**src/rtl/sdram_pkg.sv**
```systemverilog
// Shared types and constants for the SDRAM host request sequencer.
package sdram_pkg;

  localparam int HADDR_WIDTH_DEF = 25;
  localparam int DATA_WIDTH      = 8;
  localparam int ENTRY_WIDTH     = 1 + HADDR_WIDTH_DEF + DATA_WIDTH;

  typedef enum logic [2:0] {
    S_IDLE,
    S_ISSUE,
    S_WAIT_ACC,
    S_WAIT_DONE,
    S_GAP
  } seq_state_t;

  function automatic int entry_w(input int aw);
    return 1 + aw + DATA_WIDTH;
  endfunction

endpackage

```
**src/rtl/sdram_req_fifo.sv**
```systemverilog
// Show-ahead request FIFO; the head is visible whenever the FIFO is non-empty.
module sdram_req_fifo #(
  parameter int WIDTH = 34,
  parameter int DEPTH = 4
) (
  input  logic                     clk,
  input  logic                     rst,
  input  logic                     push,
  input  logic                     pop,
  input  logic [WIDTH-1:0]         din,
  output logic [WIDTH-1:0]         head,
  output logic                     full,
  output logic                     empty,
  output logic [$clog2(DEPTH):0]   count
);

  localparam int AW = $clog2(DEPTH);

  logic [WIDTH-1:0] mem [DEPTH];
  logic [AW-1:0]    wptr;
  logic [AW-1:0]    rptr;
  logic             do_push;
  logic             do_pop;

  assign full    = (count == (AW+1)'(DEPTH));
  assign empty   = (count == '0);
  assign do_push = push && !full;
  assign do_pop  = pop && !empty;
  assign head    = mem[rptr];

  always_ff @(posedge clk or posedge rst) begin
    if (rst) begin
      wptr  <= '0;
      rptr  <= '0;
      count <= '0;
    end else begin
      if (do_push) wptr <= wptr + AW'(1);
      if (do_pop)  rptr <= rptr + AW'(1);
      unique case ({do_push, do_pop})
        2'b10:   count <= count + (AW+1)'(1);
        2'b01:   count <= count - (AW+1)'(1);
        default: count <= count;
      endcase
    end
  end

  always_ff @(posedge clk) begin
    if (do_push) mem[wptr] <= din;
  end

endmodule

```
**src/rtl/sdram_req_sequencer.sv**
```systemverilog
// Turns queued host byte requests into single-cycle controller pulses,
// confirms acceptance through busy and reissues pulses lost to refresh.
module sdram_req_sequencer
  import sdram_pkg::*;
#(
  parameter int HADDR_WIDTH    = HADDR_WIDTH_DEF,
  parameter int FIFO_DEPTH     = 4,
  parameter int ACCEPT_TIMEOUT = 16
) (
  input  logic                          clk,
  input  logic                          rst,
  input  logic                          req_valid,
  output logic                          req_ready,
  input  logic                          req_write,
  input  logic [HADDR_WIDTH-1:0]        req_addr,
  input  logic [7:0]                    req_wdata,
  output logic                          rsp_valid,
  output logic [7:0]                    rsp_rdata,
  output logic [HADDR_WIDTH-1:0]        ctl_wr_addr,
  output logic [HADDR_WIDTH-1:0]        ctl_rd_addr,
  output logic [7:0]                    ctl_wr_data,
  output logic                          ctl_wr_enable,
  output logic                          ctl_rd_enable,
  input  logic                          ctl_busy,
  input  logic [7:0]                    ctl_rd_data,
  input  logic                          ctl_rd_ready,
  output logic [$clog2(FIFO_DEPTH):0]   fifo_count,
  output logic [7:0]                    retry_count
);

  localparam int EW = entry_w(HADDR_WIDTH);
  localparam int CW = $clog2(ACCEPT_TIMEOUT);
  localparam logic [CW-1:0] TO_LAST = CW'(ACCEPT_TIMEOUT - 1);

  seq_state_t             state;
  logic [CW-1:0]          to_cnt;
  logic                   retry;
  logic                   h_write;
  logic [HADDR_WIDTH-1:0] h_addr;
  logic [7:0]             h_wdata;

  logic [EW-1:0]          head;
  logic                   hd_write;
  logic [HADDR_WIDTH-1:0] hd_addr;
  logic [7:0]             hd_wdata;
  logic                   full;
  logic                   empty;
  logic                   push;
  logic                   pop;

  assign req_ready = !full;
  assign push      = req_valid && !full;
  assign {hd_write, hd_addr, hd_wdata} = head;

  // The head leaves the FIFO only once the controller has finished with it.
  assign pop = (state == S_WAIT_DONE) &&
               (h_write ? !ctl_busy : ctl_rd_ready);

  assign ctl_wr_addr = h_addr;
  assign ctl_rd_addr = h_addr;
  assign ctl_wr_data = h_wdata;

  sdram_req_fifo #(
    .WIDTH (EW),
    .DEPTH (FIFO_DEPTH)
  ) u_fifo (
    .clk   (clk),
    .rst   (rst),
    .push  (push),
    .pop   (pop),
    .din   ({req_write, req_addr, req_wdata}),
    .head  (head),
    .full  (full),
    .empty (empty),
    .count (fifo_count)
  );

  always_ff @(posedge clk or posedge rst) begin
    if (rst) begin
      state         <= S_IDLE;
      to_cnt        <= '0;
      retry         <= 1'b0;
      h_write       <= 1'b0;
      h_addr        <= '0;
      h_wdata       <= '0;
      ctl_wr_enable <= 1'b0;
      ctl_rd_enable <= 1'b0;
      rsp_valid     <= 1'b0;
      rsp_rdata     <= '0;
      retry_count   <= '0;
    end else begin
      ctl_wr_enable <= 1'b0;
      ctl_rd_enable <= 1'b0;
      rsp_valid     <= 1'b0;
      unique case (state)
        S_IDLE: begin
          if (!empty && !ctl_busy) begin
            h_write       <= hd_write;
            h_addr        <= hd_addr;
            h_wdata       <= hd_wdata;
            ctl_wr_enable <= hd_write;
            ctl_rd_enable <= !hd_write;
            state         <= S_ISSUE;
          end
        end
        S_ISSUE: begin
          to_cnt <= '0;
          state  <= S_WAIT_ACC;
        end
        S_WAIT_ACC: begin
          if (ctl_busy) begin
            state <= S_WAIT_DONE;
          end else if (to_cnt == TO_LAST) begin
            if (retry_count != 8'hFF)
              retry_count <= retry_count + 8'd1;
            retry <= 1'b1;
            state <= S_GAP;
          end else begin
            to_cnt <= to_cnt + CW'(1);
          end
        end
        S_WAIT_DONE: begin
          if (h_write) begin
            if (!ctl_busy) state <= S_GAP;
          end else if (ctl_rd_ready) begin
            rsp_rdata <= ctl_rd_data;
            rsp_valid <= 1'b1;
            state     <= S_GAP;
          end
        end
        S_GAP: begin
          // A lost pulse is reissued straight from the held entry.
          retry <= 1'b0;
          if (retry) begin
            ctl_wr_enable <= h_write;
            ctl_rd_enable <= !h_write;
            state         <= S_ISSUE;
          end else begin
            state <= S_IDLE;
          end
        end
        default: state <= S_IDLE;
      endcase
    end
  end

endmodule

```
**config.mk**
```make
export PLATFORM = sky130hd
export DESIGN_NAME = sdram_req_sequencer
export DESIGN_NICKNAME = d
export VERILOG_FILES = /design/src/rtl/sdram_pkg.sv /design/src/rtl/sdram_req_fifo.sv /design/src/rtl/sdram_req_sequencer.sv
export SDC_FILE = /design/constraint.sdc
export NUM_CORES = 1
export LEC_CHECK = 0
export ABC_AREA = 1
export BUFFER_PORTS_ARGS = -buffer_cell sky130_fd_sc_hd__buf_2
export CORE_UTILIZATION = 57
export CTS_CLUSTER_SIZE = 28
export DETAILED_ROUTE_END_ITERATION = 10
export PLACE_DENSITY = 0.8
export REMOVE_ABC_BUFFERS = 1
export SYNTH_ARGS = -nofsm -noshare
export SYNTH_HDL_FRONTEND = slang
export SYNTH_SLANG_ARGS = --single-unit
```
**constraint.sdc**
```tcl
create_clock -name clk -period 2.7 [get_ports clk]
set_input_delay 0.54 -clock clk [delete_from_list [all_inputs] [get_ports clk]]
set_output_delay 0.54 -clock clk [all_outputs]
set_load 0.03 [all_outputs]
```
# --- Word-level counts from Yosys, hierarchy flattened ---
# Memories as Yosys holds them, arrays and structs flattened.
# Cells that the tools add are included.
# W data, S select, Z words.
classes:
  add_sub_neg: 6
  mul: 0
  n_div: 0
  order_cmp: 0
  eq_ne: 16
  shifts: 0
  n_mux: 27
  bitwise: 2
  n_reduce_logical: 21
op_table:
  columns: ["op", "n"]
  rows:
  - ["$mux W3", 6]
  - ["$pmux W3 S5", 1]
  - ["$mux W1", 13]
  - ["$ne A3 B3 Y1 const B", 3]
  - ["$reduce_and A3 Y1", 3]
  - ["$add A8 B1 Y8 const B", 1]
  - ["$mux W4", 2]
  - ["$ne A2 B2 Y1 const B", 4]
  - ["$ne A8 B8 Y1 const B", 1]
  - ["$pmux W4 S2", 1]
  - ["$reduce_and A4 Y1", 2]
  - ["$eq A3 B2 Y1 const B", 2]
  - ["$eq A3 B3 Y1 const B", 2]
  - ["$logic_not A3 Y1", 2]
  - ["$pmux W1 S2", 3]
  - ["$pmux W3 S2", 1]
  - ["$reduce_bool A2 Y1", 3]
  - ["$logic_and A1 B1 Y1", 5]
  - ["$logic_not A1 Y1", 5]
  - ["$add A2 B1 Y2 const B", 2]
  - ["$add A4 B1 Y4 const B", 1]
  - ["$eq A4 B4 Y1 const B", 1]
  - ["$add A3 B1 Y3 const B", 1]
  - ["$eq A3 B1 Y1 const B", 1]
  - ["5 further kinds", 6]
word_totals:
  register_bits: 68
  latch_bits: 0
  ramBits: 136
  rom_bits: 0
  in_bits: 47
  memories: 1
memory_table:
  columns: ["name", "words", "width", "rd", "rd_clocked_by_memory_dff", "write_ports", "line", "rtl"]
  rows:
  - ["u_fifo.mem", 4, 34, 1, 0, 1, "sdram_req_fifo.sv:19", "logic [WIDTH-1:0] mem [DEPTH];"]

# --- Logic depth before layout (Yosys ltp) ---
depth:
  ltp_word: 6
  depth_mapped: 11
  mapped_depth_nobuf: 11

# --- Hierarchy ---
# Synthesis repeated with hierarchy kept, for this count alone.
hier_totals:
  hier_cells: 814
  area_unflattened_um2: 8874.8
by_module_without_submodules:
  columns: ["mod", "n_inst", "cells_each", "area_each_um2"]
  rows:
  - ["sdram_req_fifo", 1, 459, 5919.4]
  - ["sdram_req_sequencer", 1, 355, 2955.3]

# --- Worst setup path before layout ---
# No wires, ideal clock.
synth_timing:
  path_type: "flip-flop to flip-flop"
  from: "register u_fifo.count[1]"
  to: "memory u_fifo.mem[0][0] (enable)"
  arrival_ps: 2648
  required_time_ps: 2275
  slack_ps: -373
  stages_incl_launch_ff: 5
  path_buffers: 0
  synth_period_minus_slack_ps: 3073
  cell_sequence: "dfrtp_1 -> inv_2 -> nand3_1 -> nand2_1 -> nor2_1"
synth_via:
  elab_chain_len: 6
synth_lines:
  columns: ["item", "line", "rtl"]
  rows:
  - ["from (decl)", "sdram_req_fifo.sv:14", "output logic [$clog2(DEPTH):0] count"]
  - ["from (signal assigned)", "sdram_req_fifo.sv:40", "2'b10: count <= count + (AW+1)'(1);"]
  - ["from (signal assigned)", "sdram_req_fifo.sv:41", "2'b01: count <= count - (AW+1)'(1);"]
  - ["from (signal assigned)", "sdram_req_fifo.sv:42", "default: count <= count;"]
  - ["$eq A3 B3 Y1 *", "sdram_req_fifo.sv:25", "assign full = (count == (AW+1)'(DEPTH));"]
  - ["$logic_not A1 Y1 *", null, null]
  - ["net req_ready", "sdram_req_sequencer.sv:13", "output logic req_ready,"]
  - ["$logic_and A1 B1 Y1", "sdram_req_sequencer.sv:52", "assign push = req_valid && !full;"]
  - ["$logic_and A1 B1 Y1 *", "sdram_req_fifo.sv:27", "assign do_push = push && !full;"]
  - ["$mux W1 *", "sdram_req_fifo.sv:48", "if (do_push) mem[wptr] <= din;"]
  - ["$mux W1 (not written as such) *", "sdram_req_fifo.sv:48", null]
  - ["to (decl)", "sdram_req_fifo.sv:19", null]
# Mark *: on every way through the listed nets, which the timed path passes. The rest lies on a longest branch.

# --- Final worst setup path ---
layout_timing:
  from: "register state[0]"
  to: "register u_fifo.count[2]"
layout_via:
  elab_chain_len: 5
layout_lines:
  columns: ["item", "line", "rtl"]
  rows:
  - ["from (decl)", "sdram_req_sequencer.sv:35", "seq_state_t state;"]
  - ["from (signal assigned)", "sdram_req_sequencer.sv:80", "state <= S_IDLE;"]
  - ["from (signal assigned)", "sdram_req_sequencer.sv:103", "state <= S_ISSUE;"]
  - ["from (signal assigned)", "sdram_req_sequencer.sv:108", "state <= S_WAIT_ACC;"]
  - ["$eq A3 B2 Y1 *", "sdram_req_sequencer.sv:56", "assign pop = (state == S_WAIT_DONE) &&"]
  - ["$logic_and A1 B1 Y1 *", "sdram_req_sequencer.sv:56", null]
  - ["$logic_and A1 B1 Y1 *", "sdram_req_fifo.sv:28", "assign do_pop = pop && !empty;"]
  - ["net u_fifo.do_pop", "sdram_req_fifo.sv:23", "logic do_pop;"]
  - ["$eq A2 B1 Y1 or $eq A2 B2 Y1 (tied branches)", "sdram_req_fifo.sv:39", "unique case ({do_push, do_pop})"]
  - ["$pmux W3 S2 or $reduce_bool A2 Y1 (tied branches)", null, null]
# Marked as above.
# A chain may end at the register's enable or synchronous reset.

==> impl_metrics.tcl <==
set metrics [dict create \
    slew_viol_final 0 \
    routed_wirelength_mm 18.10 \
    p_leak_nw 4.123 \
    wl_per_cell_um 17.65 \
    routabilityCongestion 0.8251 \
    dp_slack_ns 0.4419 \
    worstReg2RegStart "state[0]" \
    syn_to_final_growth_pct 15.91 \
    cts_setup_buffers 0 \
    worst_path_most_repeated_cell "inv_1" \
    first_global_vias 5687 \
    dpl.hpwl_mm 11.20 \
    power_density_mw_per_mm2 1206 \
    cp-startpoint "state[0]" \
    max_freq_ghz 0.4671 \
    worstPathCellList "nand3_2 > nor2_1 > nand2_1 > inv_1 > ha_1 > inv_1 > fa_1 > a21oi_1 > o21ai_0 > xor2_1" \
    run_status "completed" \
    cp_max_fo 6 \
    crit_arrival_ns 2.51 \
    max_stage_delay_ns 0.54 \
    synth.distinct_cells 34 \
    layout_commonest_cell "nand2_1" \
    relSlewSlack_pct 55.59 \
    synth_warnings 0 \
    placementRows 43 \
    clock_latency_ns 0.50 \
    cts.hold.buffers_added 0 \
    fin_crit_sh_pct 79.29 \
    startpoint_type "flop" \
    clk_pin_slew_worst_paths_ns 0.06 \
    syn_area_per_cell_um2 11.60 \
    r2r_slack_ns 0.56 \
    cts_tree "built" \
    yosysSeqAreaShare_pct 69.09 \
    end_kind "flop" \
    start_util_pct 59.41 \
    cts_made_buffers 21 \
    ant_nets 0 \
    io_buffers 127 \
    seq_area_mm2 0.005787 \
    drt-vias-per-instance 5.579 \
    dp_cells 986 \
    drc 0 \
    grt_overflow 0 \
    finClkSkew_ns 0.01060 \
    ios 128 \
    final_cell_mix "153 x nand2_1, 136 x edfxtp_1, 127 x buf_2" \
    post_cts_resized 0 \
    clock_tree.buffer_depth 3 \
    ys_seq_elements 204 \
    nets 884 \
    r2r_cells 10 \
    syn-cell-area_mm2 0.008374 \
    multi_input_area_mm2 0.002136 \
    grt_max_degree 68 \
    required_ns 3.07 \
    stdcell_count 1025 \
    first_iter_violations 369 \
    drt_pass1_iterations 5 \
    crit_type "reg -> reg" \
    min_path_type "in -> async" \
    ir_worst_vdd_uv 820.4 \
    timing.rr.end "u_fifo.count[2]" \
    root_buffer "clkbuf_16" \
    setup_violations 0 \
    setup_slack_ns 0.5591 \
    layout-drive-gt1-share_pct 22.66 \
    fillers 1008 \
    grt_usage_pct 24.56 \
    die-area_mm2 0.01518 \
    maxCapViolations 0 \
    antenna_found_initial 2 \
    min_period_ns 2.141 \
    synthesis.instances 722 \
    grt_pass1_wl_mm 28.33 \
    cp_slowest_cell "dfrtp_1" \
    die_h_um 123.2 \
    rsz0062_at_grt "no" \
    hold_violations 0 \
    htree_levels 1 \
    vias 5718 \
    p_total_w 0.01171 \
    crit_path_end "u_fifo.count[2]" \
    core-area_mm2 0.01410 \
    cts_sinks 204 \
    die-width_um 123.2 \
    tightest_slew_ns 0.6662 \
]
==> metal layers <==
layer	wire [µm]	vias up	share of wire (%)	track usage (%)
met2	9400	205	52	44.41
met3	1058	26	5.8	3.828
met1	7312	2798	40	30.73
li1	-	2689	-	-
met5	0	-	0	0
met4	324	0	1.8	6.476
==> layout make-up <==
type	count	share of cell area, %
diodes	2	0.05156
clock inverters	6	0.8378
repair buffers	140	7.940
well taps	180	2.320
clock buffers	31	6.007
inverters	31	1.225
multi-input cells	431	22.00
flip-flops and latches	204	59.62
==> synth_stat cells (all sizes together) <==
library cell	count	area (µm²)
nand2	156	603.1
edfxtp	136	4084
o21ai	111	555.5
nor2	84	354.1
dfrtp	68	1702
buf	43	312.8
o22ai	33	206.5
inv	30	112.6
nand3	18	117.6
clkbuf	13	52.55
ha	7	87.58
xor2	6	52.55
a21oi	4	20.02
xnor2	4	35.03
nand3b	2	15.01
nand4	2	18.77
o211ai	2	15.01
clkinv	1	5.000
fa	1	20.02
nor3	1	5.000
==> through the flow <==
step / cell area (µm²) / util (%) / TNS [ns] / hold WS (ns)
2_1_floorplan: 8009 / - / -50.79 / 0.4586
3_3_place_gp: 9037 / 64.11 / 0 / 0.4578
3_5_place_dp: 9037 / 64.11 / 0 / 0.4610
4_1_cts: 9702 / 68.83 / 0 / 0.1035
5_1_grt: 9702 / 68.83 / 0 / 0.1457
6_report: 9707 / 68.86 / 0 / 0.1010
==> sequential cells by signal, indices dropped and copies added, names as in the netlist <==
name	count
ctl_wr_data	8
u_fifo.rptr	2
u_fifo.mem	136
ctl_rd_addr	25
ctl_rd_enable	1
u_fifo.wptr	2
h_write	1
rsp_rdata	8
to_cnt	4
retry	1
retry_count	8
state	3
rsp_valid	1
ctl_wr_enable	1
u_fifo.count	3
==> worst min path at each step <==
stage | from | to | slack [ns] | depth (start not counted)
final | rst | ctl_rd_addr[24] | 0.10 | 2
after global routing | rst | ctl_rd_addr[24] | 0.15 | 2
after CTS | rst | ctl_rd_addr[0] | 0.10 | 2
after detailed placement | rsp_rdata[4] | rsp_rdata[4] | 0.46 | 2
after global placement | rsp_rdata[3] | rsp_rdata[3] | 0.46 | 2
after floorplan | retry | retry | 0.46 | 2
==> cell families after synthesis <==
| group | share of synthesized area [%] |
|---|---|
| XOR/XNOR | 1.046 |
| AO/OA/AOI/OAI | 9.517 |
| AND/OR/NAND/NOR | 13.30 |
| flip-flops | 69.09 |
| adder cells (fa/ha/maj) | 1.285 |
| buffers and inverters | 5.767 |
==> where the power goes <==
group / internal (W) / switching (W)
clock: 0.00168 / 0.00113
combinational: 0.00119 / 0.00315
sequential: 0.00418 / 0.000371
total: 0.00706 / 0.00465
==> worst max-delay path, delay by kind of cell, from the launching register on <==
family          cells  cell delay [ns]
buf+inv             2             0.15
simple gates        3             0.41
compound gates      2             0.24
xor+xnor            1             0.15
fa+ha+maj           2             0.52
flops               1             0.54
No activity file was read; power rests on OpenSTA's default activity.
